==> src/rtl/tinyalu_pkg.sv <==
// Shared TinyALU definitions used by the result-capture buffer.
package tinyalu_pkg;

  localparam int ALU_RESULT_W     = 16;
  localparam int ALU_SEQ_W        = 8;
  localparam int ALU_CAP_MAX_CONS = 8;

  // One buffered capture at the default widths: sequence tag above the result.
  typedef struct packed {
    logic [ALU_SEQ_W-1:0]    seq;
    logic [ALU_RESULT_W-1:0] result;
  } alu_cap_t;

endpackage

==> src/rtl/alu_result_rdport.sv <==
// One consumer read port of the broadcast capture FIFO: owns its read pointer,
// computes its occupancy and handles valid/ready popping and enable tracking.
module alu_result_rdport #(
  parameter int PTR_W = 4
) (
  input  logic             clk,
  input  logic             reset_n,
  input  logic             cons_en,
  input  logic             out_ready,
  input  logic [PTR_W-1:0] wp_q,
  input  logic [PTR_W-1:0] wp_d,
  output logic [PTR_W-2:0] rd_addr,
  output logic [PTR_W-1:0] cnt,
  output logic             out_valid
);

  logic [PTR_W-1:0] rp_q;
  logic [PTR_W-1:0] rp_d;
  logic             pop;

  // Occupancy, head valid and next read pointer; a disabled port shadows the
  // write pointer so that on re-enable it only sees later captures.
  always_comb begin
    cnt       = wp_q - rp_q;
    out_valid = cons_en && (cnt != '0);
    pop       = out_valid && out_ready;
    rd_addr   = rp_q[PTR_W-2:0];
    rp_d      = rp_q;
    if (!cons_en) begin
      rp_d = wp_d;
    end else if (pop) begin
      rp_d = rp_q + PTR_W'(1);
    end
  end

  // Read pointer register.
  always_ff @(posedge clk or negedge reset_n) begin
    if (!reset_n) begin
      rp_q <= '0;
    end else begin
      rp_q <= rp_d;
    end
  end

endmodule

==> src/rtl/alu_result_capture.sv <==
// Captures TinyALU results on each done strobe, tags them with a sequence
// number and broadcasts them to several independent valid/ready consumers.
module alu_result_capture
  import tinyalu_pkg::*;
#(
  parameter int RESULT_W = ALU_RESULT_W,
  parameter int DEPTH    = 8,
  parameter int NUM_CONS = 2,
  parameter int SEQ_W    = ALU_SEQ_W,
  parameter int DROP_W   = 16
) (
  input  logic                         clk,
  input  logic                         reset_n,
  input  logic                         done,
  input  logic [RESULT_W-1:0]          result,
  input  logic [NUM_CONS-1:0]          cons_en,
  output logic [NUM_CONS-1:0]          out_valid,
  input  logic [NUM_CONS-1:0]          out_ready,
  output logic [NUM_CONS*RESULT_W-1:0] out_result,
  output logic [NUM_CONS*SEQ_W-1:0]    out_seq,
  input  logic                         clr_err,
  output logic                         overflow,
  output logic [DROP_W-1:0]            drop_cnt,
  output logic [$clog2(DEPTH):0]       level
);

  localparam int AW    = $clog2(DEPTH);
  localparam int PTR_W = AW + 1;

  logic [SEQ_W+RESULT_W-1:0] mem [DEPTH];

  logic [PTR_W-1:0]  wp_q, wp_d;
  logic [SEQ_W-1:0]  seq_q, seq_d;
  logic              overflow_q, overflow_d;
  logic [DROP_W-1:0] drop_cnt_q, drop_cnt_d;
  logic [PTR_W-1:0]  level_d;
  logic              full;
  logic              capture;
  logic              drop;

  logic [PTR_W-1:0]  cnt     [NUM_CONS];
  logic [AW-1:0]     rd_addr [NUM_CONS];

  // Full/level reduction over enabled consumers from registered pointers, then
  // capture/drop decisions; a clear overrides a same-cycle drop.
  always_comb begin
    full    = 1'b0;
    level_d = '0;
    for (int i = 0; i < NUM_CONS; i++) begin
      if (cons_en[i]) begin
        if (cnt[i] == PTR_W'(DEPTH)) full = 1'b1;
        if (cnt[i] > level_d) level_d = cnt[i];
      end
    end
    capture    = done && !full;
    drop       = done && full;
    wp_d       = wp_q + PTR_W'(capture);
    seq_d      = seq_q + SEQ_W'(capture);
    overflow_d = overflow_q;
    drop_cnt_d = drop_cnt_q;
    if (clr_err) begin
      overflow_d = 1'b0;
      drop_cnt_d = '0;
    end else if (drop) begin
      overflow_d = 1'b1;
      if (drop_cnt_q != {DROP_W{1'b1}}) drop_cnt_d = drop_cnt_q + DROP_W'(1);
    end
  end

  // Write pointer, sequence tag and error state registers.
  always_ff @(posedge clk or negedge reset_n) begin
    if (!reset_n) begin
      wp_q       <= '0;
      seq_q      <= '0;
      overflow_q <= 1'b0;
      drop_cnt_q <= '0;
    end else begin
      wp_q       <= wp_d;
      seq_q      <= seq_d;
      overflow_q <= overflow_d;
      drop_cnt_q <= drop_cnt_d;
    end
  end

  // Capture storage; contents are meaningless until written, so no reset.
  always_ff @(posedge clk) begin
    if (capture) mem[wp_q[AW-1:0]] <= {seq_q, result};
  end

  for (genvar g = 0; g < NUM_CONS; g++) begin : g_port
    alu_result_rdport #(
      .PTR_W (PTR_W)
    ) u_rdport (
      .clk       (clk),
      .reset_n   (reset_n),
      .cons_en   (cons_en[g]),
      .out_ready (out_ready[g]),
      .wp_q      (wp_q),
      .wp_d      (wp_d),
      .rd_addr   (rd_addr[g]),
      .cnt       (cnt[g]),
      .out_valid (out_valid[g])
    );

    assign out_result[g*RESULT_W +: RESULT_W] = mem[rd_addr[g]][RESULT_W-1:0];
    assign out_seq[g*SEQ_W +: SEQ_W]          = mem[rd_addr[g]][SEQ_W+RESULT_W-1:RESULT_W];
  end

  assign overflow = overflow_q;
  assign drop_cnt = drop_cnt_q;
  assign level    = level_d;

endmodule

==> config.mk <==
export PLATFORM = sky130hd
export DESIGN_NAME = alu_result_capture
export DESIGN_NICKNAME = d
export VERILOG_FILES = /design/src/rtl/tinyalu_pkg.sv /design/src/rtl/alu_result_rdport.sv /design/src/rtl/alu_result_capture.sv
export SDC_FILE = /design/constraint.sdc
export NUM_CORES = 1
export LEC_CHECK = 0
export ABC_AREA = 1
export CAP_MARGIN = 10
export CORE_ASPECT_RATIO = 0.5
export CORE_UTILIZATION = 24
export CTS_CLUSTER_DIAMETER = 40
export CTS_CLUSTER_SIZE = 20
export DETAILED_ROUTE_END_ITERATION = 7
export PLACE_DENSITY = 0.51
export SYNTH_ARGS = -nofsm -noshare
export SYNTH_HDL_FRONTEND = slang
export SYNTH_SLANG_ARGS = --single-unit
==> constraint.sdc <==
create_clock -name clk -period 3.3 [get_ports clk]
set_input_delay 0.495 -clock clk [delete_from_list [all_inputs] [get_ports clk]]
set_output_delay 0.495 -clock clk [all_outputs]
set_load 0.03 [all_outputs]
==> results by group <==
Die
  • Die Span Y: around 160 um
  • Top Ports: 95
  • DIE WIDTH: about 310 um
  • # rows: 56
  • Initial Util: approximately a quarter
  • DIE AREA: between 0.04 and 0.05 mm^2
  • Core Region: 0.0472 mm^2

Placement
  • Placed Cells: a little under 2000
  • GPL Wtd Cong: between 0.7 and 0.8
  • Dpl cell area: roughly 0.014 mm^2
  • I/O Buffers: 94
  • DP HPWL: around 20 mm

Power
  • Maximum vdd drop: 623 uV
  • Total power divided by cell area: around 1200 mW/mm^2
  • LEAKAGE: approximately 5.8 nW

Clock network
  • Num CTS Buffers: 35
  • CTS tree: built
  • Post-CTS Hold Buffers: 0
  • Clk sinks: around 230
  • Clock transition at path regs: ~0.06 ns
  • Worst-Skew Late Latency: about 0.52 ns
  • Deepest level of the CTS H-tree: 2
  • Root Buffer: clkbuf_16
  • Maximum root-to-sink buffer count: 3

STA
  • RSZ-0062 raised after global routing: true
  • Worst Tran Pin Value: around 1 ns
  • Relative slew slack: a little over a third
  • Final hold vios: 0
  • Setup Skew: 0.0199 ns
  • Final WS setup: -0.00117 ns
  • Tcrit/Tclk final: 100%
  • Crit path time final: between 3 and 4 ns
  • Final setup violating endpoints: 1
  • Maximum operating frequency: around 300 MHz
  • Max Slew Vio Count: 0

Route
  • DR pass1 iterations: 5
  • Drc violations: 0
  • Post-Route WL: between 30 and 40 mm
  • Vias per inst: roughly 4.6
  • DR WL/cell: approximately 17 um
  • Post-DRT Antenna Nets: 0
  • DR iter-0 viols: 603
  • Vias post-DR: between 9000 and 10000

Synth
  • Count leader, synth: o21ai_0
  • Distinct cells, synth: 34
  • Mapped cell area: roughly 0.012 mm^2
  • Main flop type after synthesis: edfxtp_1
  • Synth Instances: 1224
  • Largest cells by area after synthesis: edfxtp_1 (50%), o21ai_0 (8.5%), dfrtp_1 (8.0%)
  • Most common library cells after synthesis: o21ai_0 (196), nand2_1 (194), edfxtp_1 (192)
  • Yosys warning total: 0
  • Yosys reg bits: 229
  • FFs w/ async S/R, synth: between 15 and 20%
  • Top cell type by total area after synthesis: edfxtp_1
  • Number of enable flip-flop cells after synthesis: 192
  • Syn_nets: between 1000 and 1500
  • Yosys top cell area share: between 40% and 50%
  • Syn Area/Cell: 9.46 um^2
  • Seq/Total Area, Yosys: between 50% and 60%

Final layout
  • Inserted Diodes: 0
  • Non-Filler Instances: 2021
  • Share of layout cells above drive strength 1: ~19%
  • Fillers: about 4800
  • Sequential cell area: between 0.006 and 0.007 mm^2
  • Share of the core filled with cells: between 30% and 40%
  • Multi-input gate area: 0.00433 mm^2
  • Fin area: around 0.015 mm^2
  • Final nets: roughly 1400
  • Area delta synth->final: 32.2%

GRT
  • Initial antenna violation count: 0
  • Gr ovfl total: 0
  • Vias in the first global route: 9047
  • Gr usage total: between 10% and 20%
  • Largest net degree at the start of global routing: 87
  • First-pass GRT wire length: 50.6 mm

Worst setup path
  • WP data required: between 2 and 3 ns
  • Arr. time, crit path: around 2.8 ns
  • CP Launch Type: flop
  • Crit-path max FO: 4
  • Critical path class: reg -> out
  • CP Capture Type: output pin

Outcome
  • Status: finished with violations
  • Failing checks: negative setup slack

Hold path
  • Worst hold path class: in -> async

Flow run
  • MaxCap Viol Count: 0
area by class of cell:
| cell class | count | share of cell area (%) |
|---|---|---|
| repair buffers | 176 | 12.0 |
| inverters | 117 | 2.93 |
| clock buffers | 41 | 6.07 |
| flip-flops and latches | 229 | 43.8 |
| clock inverters | 21 | 1.76 |
| multi-input cells | 799 | 28.3 |
| well taps | 638 | 5.22 |
logic make-up (layout without fill, tap and decap cells):
group	Yosys count	after routing	share of synthesized area (%)
AND/OR/NAND/NOR	346	346	12.3
XOR/XNOR	20	20	1.51
AO/OA/AOI/OAI	414	414	19.5
adder cells (fa/ha/maj)	19	19	2.18
flip-flops	229	229	57.8
buffers and inverters	196	355	6.65
per-layer routing:
layer,up-vias,global-route usage (%),wire (um)
li1,4583,-,-
met1,4557,16.5,15100
met2,193,22.9,16400
met3,58,2.24,1350
met4,0,4.83,814
met5,-,0,0
flip-flops by register name, indices dropped and copies added (netlist names):
name / count
g_port.u_rdport.rp_q: 8
overflow: 1
seq_q: 8
wp_q: 4
mem: 192
drop_cnt: 16
final timing paths:
kind / start / endpoint / slack [ns] / cells past startpoint
min in group clk: overflow$_DFFE_PN0P_ / overflow$_DFFE_PN0P_ / 0.51 / 2
hold reg to reg: overflow$_DFFE_PN0P_ / overflow$_DFFE_PN0P_ / 0.51 / 2
hold / removal: reset_n / seq_q[2]$_DFF_PN0_ / 0.12 / 1
setup reg to reg: g_port[1].u_rdport.rp_q[0]$_DFFE_PN0P_ / g_port[0].u_rdport.rp_q[2]$_DFFE_PN0P_ / 0.14 / 18
setup / recovery: wp_q[0]$_DFF_PN0_ / level[1] / -0.001 / 13
max in group asynchronous: reset_n / g_port[0].u_rdport.rp_q[0]$_DFFE_PN0P_ / 2.51 / 1
power by group:
part           internal (mW)  total [mW]  switching [mW]
clock network           2.43        3.79            1.37
registers               3.85        4.18           0.326
logic                   3.97        9.98            6.01
critical path, stage by stage, from the launching register on:
cell     delay (ns)
dfrtp_1        0.38
inv_2          0.09
ha_4           0.14
inv_4          0.03
fa_2           0.55
nand2_4        0.07
ha_4           0.28
buf_6          0.09
nand4_1        0.09
nand3_2        0.13
buf_6          0.15
nor2_4         0.04
a21oi_4        0.11
buf_6          0.14
what timing repair did:
item	CTS	global route
buffers inserted	4	8
gates resized for setup	49	27
cloned	0	2
setup endpoints to repair	37	23
pin swaps	11	16
per-stage QoR:
stage	power (mW)	hold WS [ns]	worst slack (ns)	TNS (ns)
final	18.0	0.120	-0.00117	-0.00117
after global routing	19.0	0.197	-0.158	-0.663
after CTS	17.6	0.142	-0.0979	-0.281
after detailed placement	13.3	0.500	-0.130	-0.260
after global placement	13.2	0.494	-0.125	-0.248
after floorplan	9.35	0.199	-0.292	-56.39
cell usage in the layout, fill, tap and decap left out, drive strengths merged, types with 8 or more instances in the layout:
cell / n
buf: 135
o21ai: 211
a21oi: 105
nor3: 8
nand3: 40
nand2: 198
clkbuf: 43
clkdlybuf4s50: 39
xor2: 16
inv: 116
edfxtp: 192
clkinv: 12
dfrtp: 37
ha: 17
nor2: 94
o211ai: 48
a31oi: 48
Note: power is estimated with default switching activity, not from simulation.
